--- src/rtl/systolic_skew_fifo_bank.sv ---
// Per-row input FIFO bank for a systolic array. The fill side pushes the shared byte bus into
// every FIFO selected by write_enable. The drain side empties the FIFOs with a diagonal skew, so
// lane i starts popping i cycles after lane 0.
module systolic_skew_fifo_bank #(
    parameter int unsigned DATA_SIZE  = 8,
    parameter int unsigned ARRAY_SIZE = 9,
    parameter int unsigned FIFO_DEPTH = 32,
    parameter int unsigned PTR_W      = 5
) (
    input  logic                             clk,
    input  logic                             reset,
    input  logic [DATA_SIZE-1:0]             bus,
    input  logic [ARRAY_SIZE-1:0]            write_enable,
    input  logic                             fill_done,
    input  logic                             start,
    output logic [ARRAY_SIZE*DATA_SIZE-1:0]  row_data,
    output logic [ARRAY_SIZE-1:0]            row_valid,
    output logic [ARRAY_SIZE-1:0]            full,
    output logic [ARRAY_SIZE-1:0]            empty,
    output logic                             overflow,
    output logic                             busy,
    output logic                             done
);

    // Drain timer is wide enough to clear the deepest skew plus a full FIFO many times over.
    localparam int unsigned TW = PTR_W + 4;

    typedef logic [PTR_W-1:0] ptr_t;
    typedef logic [PTR_W:0]   cnt_t;
    typedef logic [TW-1:0]    tmr_t;

    localparam cnt_t CntFull = cnt_t'(FIFO_DEPTH);
    localparam tmr_t TMax    = '1;

    typedef enum logic [1:0] {StIdle, StArmed, StDrain, StDone} state_e;

    state_e                          state_q, state_d;
    tmr_t                            t_q, t_d;
    logic                            fill_seen_q, fill_seen_d;
    logic                            overflow_q, overflow_d;
    cnt_t                            cnt_q    [ARRAY_SIZE];
    cnt_t                            cnt_d    [ARRAY_SIZE];
    ptr_t                            wr_ptr_q [ARRAY_SIZE];
    ptr_t                            wr_ptr_d [ARRAY_SIZE];
    ptr_t                            rd_ptr_q [ARRAY_SIZE];
    ptr_t                            rd_ptr_d [ARRAY_SIZE];
    logic [ARRAY_SIZE*DATA_SIZE-1:0] row_data_q, row_data_d;
    logic [ARRAY_SIZE-1:0]           row_valid_q, row_valid_d;
    logic [DATA_SIZE-1:0]            mem_q    [ARRAY_SIZE][FIFO_DEPTH];

    logic [ARRAY_SIZE-1:0]           pop;
    logic [ARRAY_SIZE-1:0]           push_ok;
    logic [ARRAY_SIZE-1:0]           lane_clear;

    // Per-lane push/pop decisions, pointer and count updates, output lane capture.
    always_comb begin
        pop         = '0;
        push_ok     = '0;
        lane_clear  = '0;
        overflow_d  = overflow_q;
        cnt_d       = cnt_q;
        wr_ptr_d    = wr_ptr_q;
        rd_ptr_d    = rd_ptr_q;
        row_data_d  = row_data_q;
        row_valid_d = '0;
        for (int i = 0; i < int'(ARRAY_SIZE); i++) begin
            lane_clear[i] = (t_q >= tmr_t'(i)) && (cnt_q[i] == '0);
            pop[i]        = (state_q == StDrain) && (t_q >= tmr_t'(i)) && (cnt_q[i] != '0);
            // A full FIFO still accepts a push when it is popping in the same cycle.
            push_ok[i]    = write_enable[i] && ((cnt_q[i] != CntFull) || pop[i]);
            if (write_enable[i] && !push_ok[i]) begin
                overflow_d = 1'b1;
            end
            if (push_ok[i]) begin
                wr_ptr_d[i] = wr_ptr_q[i] + ptr_t'(1);
            end
            if (pop[i]) begin
                rd_ptr_d[i]                           = rd_ptr_q[i] + ptr_t'(1);
                row_data_d[i*DATA_SIZE +: DATA_SIZE] = mem_q[i][rd_ptr_q[i]];
                row_valid_d[i]                        = 1'b1;
            end
            if (push_ok[i] && !pop[i]) begin
                cnt_d[i] = cnt_q[i] + cnt_t'(1);
            end else if (!push_ok[i] && pop[i]) begin
                cnt_d[i] = cnt_q[i] - cnt_t'(1);
            end
        end
    end

    // Drain sequencer: wait for start, then for fill completion, then run the skew timer.
    always_comb begin
        state_d     = state_q;
        t_d         = t_q;
        fill_seen_d = fill_seen_q | fill_done;
        unique case (state_q)
            StIdle: begin
                if (start) begin
                    state_d = StArmed;
                end
            end
            StArmed: begin
                if (fill_seen_q || fill_done) begin
                    state_d     = StDrain;
                    t_d         = '0;
                    fill_seen_d = 1'b0;
                end
            end
            StDrain: begin
                if (t_q != TMax) begin
                    t_d = t_q + tmr_t'(1);
                end
                if (&lane_clear) begin
                    state_d = StDone;
                end
            end
            StDone: begin
                state_d = StIdle;
            end
            default: begin
                state_d = StIdle;
            end
        endcase
    end

    // Control and datapath state with synchronous reset.
    always_ff @(posedge clk) begin
        if (reset) begin
            state_q     <= StIdle;
            t_q         <= '0;
            fill_seen_q <= 1'b0;
            overflow_q  <= 1'b0;
            row_data_q  <= '0;
            row_valid_q <= '0;
            for (int i = 0; i < int'(ARRAY_SIZE); i++) begin
                cnt_q[i]    <= '0;
                wr_ptr_q[i] <= '0;
                rd_ptr_q[i] <= '0;
            end
        end else begin
            state_q     <= state_d;
            t_q         <= t_d;
            fill_seen_q <= fill_seen_d;
            overflow_q  <= overflow_d;
            row_data_q  <= row_data_d;
            row_valid_q <= row_valid_d;
            cnt_q       <= cnt_d;
            wr_ptr_q    <= wr_ptr_d;
            rd_ptr_q    <= rd_ptr_d;
        end
    end

    // FIFO storage; contents are only meaningful below the count, so no reset is needed.
    always_ff @(posedge clk) begin
        for (int i = 0; i < int'(ARRAY_SIZE); i++) begin
            if (push_ok[i] && !reset) begin
                mem_q[i][wr_ptr_q[i]] <= bus;
            end
        end
    end

    // Status flags decoded from the registered counts.
    always_comb begin
        full  = '0;
        empty = '0;
        for (int i = 0; i < int'(ARRAY_SIZE); i++) begin
            full[i]  = (cnt_q[i] == CntFull);
            empty[i] = (cnt_q[i] == '0);
        end
    end

    assign row_data  = row_data_q;
    assign row_valid = row_valid_q;
    assign overflow  = overflow_q;
    assign busy      = (state_q != StIdle);
    assign done      = (state_q == StDone);

endmodule

--- config.mk ---
export PLATFORM = sky130hd
export DESIGN_NAME = systolic_skew_fifo_bank
export DESIGN_NICKNAME = d
export VERILOG_FILES = /design/src/rtl/systolic_skew_fifo_bank.sv
export SDC_FILE = /design/constraint.sdc
export NUM_CORES = 2
export LEC_CHECK = 0
export BUFFER_PORTS_ARGS = -buffer_cell sky130_fd_sc_hd__buf_2
export CAP_MARGIN = 20
export CORE_MARGIN = 2
export CORE_UTILIZATION = 48
export CTS_BUF_LIST = sky130_fd_sc_hd__clkbuf_8
export CTS_CLUSTER_DIAMETER = 40
export CTS_CLUSTER_SIZE = 14
export DETAILED_ROUTE_END_ITERATION = 10
export PLACE_DENSITY = 0.59
export RECOVER_POWER = 25
export SLEW_MARGIN = 25
export SYNTH_ARGS = -nofsm -noshare
export SYNTH_HDL_FRONTEND = slang
export SYNTH_SLANG_ARGS = --single-unit
--- constraint.sdc ---
create_clock -name clk -period 4.15 [get_ports clk]
set_input_delay 0.83 -clock clk [delete_from_list [all_inputs] [get_ports clk]]
set_output_delay 0.83 -clock clk [all_outputs]
set_load 0.02 [all_outputs]
==> summary.md <==
| Metric | Value |
|---|---|
| Std-Cell Rows | `168` |
| Slowest-stage cell, CP | `clkbuf_1` |
| Post-Synth Adder-Cell Area | `1.40%` |
| Die height | `about 460 µm` |
| CP Capture Type | `register` |
| DR pass1 iterations | `5` |
| Antenna-violating nets left | `0` |
| Final setup fails | `0` |
| GRT Util Overall | `21.9%` |
| Ys flop type | `edfxtp_1` |
| Post-route non-filler standard cell count | `9187` |
| Initial antenna violation count | `12` |
| Largest family of logic cells by synthesized area | `multiplexers` |
| GRT Residual Overflow | `0` |
| Period Utilization, post-route | `around 93%` |
| Mux share of post-synthesis cell area | `13.3%` |
| Num ports | `between 100 and 150` |
| WL/cell | `25.8 µm` |
| Die area | `214000 µm²` |
| Core Region | `between 200000 and 250000 µm²` |
| Most common cell after layout, fill and taps aside | `edfxtp_1` |
| Net count after synthesis | `5713` |
| DRC viols | `0` |
| 1st-iter DRT viols | `4851` |
| Static leakage | `36.7 nW` |
| CTS tree | `built` |
| Power Dens Cells | `498 nW/µm²` |
| Buffers on Ports | `122` |
| Clk sinks | `between 2k and 3k` |
| Synth cell types | `84` |
| Compound-Gate Fraction of Synth Area | `4.92%` |
| Bufs on Longest Clock Path | `4` |
| Ys Warns | `0` |
| Crit path cell chain | `clkbuf_1 > buf_4` |
| Clock skew | `roughly 0.061 ns` |
| Max-cap viol count | `10` |
| Die width | `463 µm` |
| Slew @ Worst Pin | `4.08 ns` |
| Crit path launch type | `input pin` |
| RSZ-0062 raised after global routing | `false` |
| Post-Syn Area | `~100000 µm²` |
| Largest net degree at the start of global routing | `128` |
| Bufs and invs on worst path | `2` |
| Vias in the first global route | `54.3k` |
| Async set-reset flop share out of synthesis | `0%` |
| Status | `finished with violations` |
| Final HPWL DP | `145 mm` |
| Post-Route Setup TNS | `0 ns` |
| Critical Path Fanout Max | `66` |
| Post-synth EDFFs | `2304` |
| Worst Hold Class | `in2reg` |
| CP required | `4.91 ns` |
| Register area share after synthesis | `73.2%` |
| Failing checks | `max-capacitance violations, max-slew violations` |
| Worst skew pair latency | `1.06 ns` |
| Worst path top cell family by delay | `buffers and inverters` |
| Peak VDD IR | `0.399 mV` |
| Clock transition at the registers of the reported paths | `0.07 ns` |
| Num CTS Buffers | `380` |
| Post-CTS Setup Repair Bufs | `0` |
| Top post-synthesis cells by area | `edfxtp_1 (68%), mux4_2 (10%), dfxtp_1 (4.7%)` |
| CP arrival | `4.62 ns` |
| Tmin final | `3.86 ns` |
| Via/cell ratio | `roughly 5.8` |
| Yosys reg bits | `2542` |
| Worst setup path class | `in2reg` |
| Top cell type's share of synthesized area | `about two thirds` |
| Most frequent cells in the layout | `edfxtp_1 (2304), nor2_1 (476), mux4_2 (461), clkbuf_8 (393), mux2i_1 (258)` |
| Final nets | `slightly above 6k` |
| Routed WL | `roughly 240 mm` |
| Relative slew slack | `-172%` |
| XOR/XNOR share of the synthesized area | `0.841%` |
| Final Power | `57.1 mW` |
| Simple-Gate Fraction of Synth Area | `under 10%` |
| Fill cells | `approximately 16k` |
| P&R area growth vs syn | `13.6%` |
| Final hold vios | `0` |
| Synth Instances | `about 5.6k` |
| Largest area contributor in the netlist | `edfxtp_1` |
| Initial Utilization | `between 40% and 50%` |
| Gpl congestion | `0.841` |
| Clock Tree Root | `clkbuf_8` |
| F_max | `259 MHz` |
| First-pass GRT wire length | `roughly 350 mm` |
| Max incr delay on CP | `2.76 ns` |
| H-tree Lvls | `5` |
| Mean post-synth cell area | `around 18 µm²` |
| Max Slew Vio Count | `902` |
| Placed cells | `8488` |
| Share of layout cells above drive strength 1 | `about a quarter` |
| Routed vias | `53.2k` |
[cell type report]
cell class	instances	area (µm²)	share of cell area [%]
Sequential cell	2542	74000	64.5
Multi-Input combinational cell	2639	25300	22.1
Clock buffer	392	5400	4.70
Tap cell	2805	3510	3.06
Clock inverter	298	3200	2.78
Timing Repair Buffer	401	2910	2.53
Inverter	103	389	0.339
Antenna cell	7	17.5	0.0153
[cells in the mapped netlist (all sizes together) (16+ instances only)]
master,instances
edfxtp,2304
mux4,461
o21ai,44
nand2,192
inv,101
nand3,73
or3,21
xor2,42
xnor2,55
ha,99
o211ai,17
nor4,24
a211o,16
nand4,40
nor2,477
mux2,45
mux2i,258
a22o,57
a21oi,95
a22oi,73
nand3b,36
a211oi,87
a31o,17
o22ai,101
dfxtp,238
buf,140
nor2b,37
or3b,21
o221ai,62
a21o,37
clkbuf,160
[flip-flops by register name, summed over array words and instances, names as in the netlist]
signal       cells
mem_q         2304
row_data        72
cnt_q           54
rd_ptr_q        45
wr_ptr_q        45
row_valid        9
t_q              9
state_q          2
fill_seen_q      1
overflow         1
[where the power goes]
group          switching, mW  leakage (nW)  total (mW)  internal, mW
Sequential             0.466          22.7        28.8          28.4
Clock                   10.8          4.34        23.0          12.1
Combinational           3.30          9.71        5.28          1.98
[kinds of logic (layout without fill, tap and decap cells)]
logic type                 count (synthesis)  in the layout
xor gates and xnor gates                  97             97
AOI/OAI and AO/OA                        677            677
and+or+nand+nor                          993            993
muxes                                    764            764
other                                      0              7
DFF                                     2542           2542
buffers and inverters                    403           1194
adders and majority gates                108            108
[metrics by stage]
| step | cell area, µm² | hold slack (ns) | worst slack (ns) | utilization (%) |
|---|---|---|---|---|
| 6_report | 115000 | 0.160 | 0.287 | 54.8 |
| 5_1_grt | 115000 | 0.0951 | 0.0611 | 54.8 |
| 4_1_cts | 115000 | 0.0340 | 0.118 | 54.9 |
| 3_5_place_dp | 106000 | 0.443 | 0.237 | 50.8 |
| 3_3_place_gp | 106000 | 0.437 | 0.318 | 50.8 |
| 2_1_floorplan | 101000 | 0.453 | 0.703 | - |
[final timing paths]
| check | start | endpoint | slack (ns) | cells past startpoint |
|---|---|---|---|---|
| worst min-delay path | write_enable[7] | wr_ptr_q[5]$_SDFFE_PP0N_ | 0.16 | 3 |
| worst max-delay path | bus[4] | mem_q[0][1068]$_DFFE_PP_ | 0.29 | 2 |
| worst min register to register | row_data[0]$_SDFFE_PP0P_ | row_data[0]$_SDFFE_PP0P_ | 0.46 | 2 |
| worst max register to register | t_q[3]$_SDFFE_PP0P_ | cnt_q[29]$_SDFFE_PP0P_ | 0.40 | 11 |
[repair_timing]
action | in CTS | in global routing
resized for setup | 0 | 2
hold buffers | 1 | 0
endpoints found under the setup margin | 0 | 2
hold endpoints to repair | 1 | 0
[per-layer routing]
layer / up-vias / wire length, µm / part of all wire, % / track usage, %
li1: 23502 / - / - / -
met1: 27685 / 104000 / 44 / 31.0
met2: 1622 / 113000 / 48 / 34.9
met3: 407 / 14400 / 6.1 / 3.99
met4: 6 / 5880 / 2.5 / 6.41
met5: - / 34 / 0.014 / 0
Power figures use the tool's default switching activity.
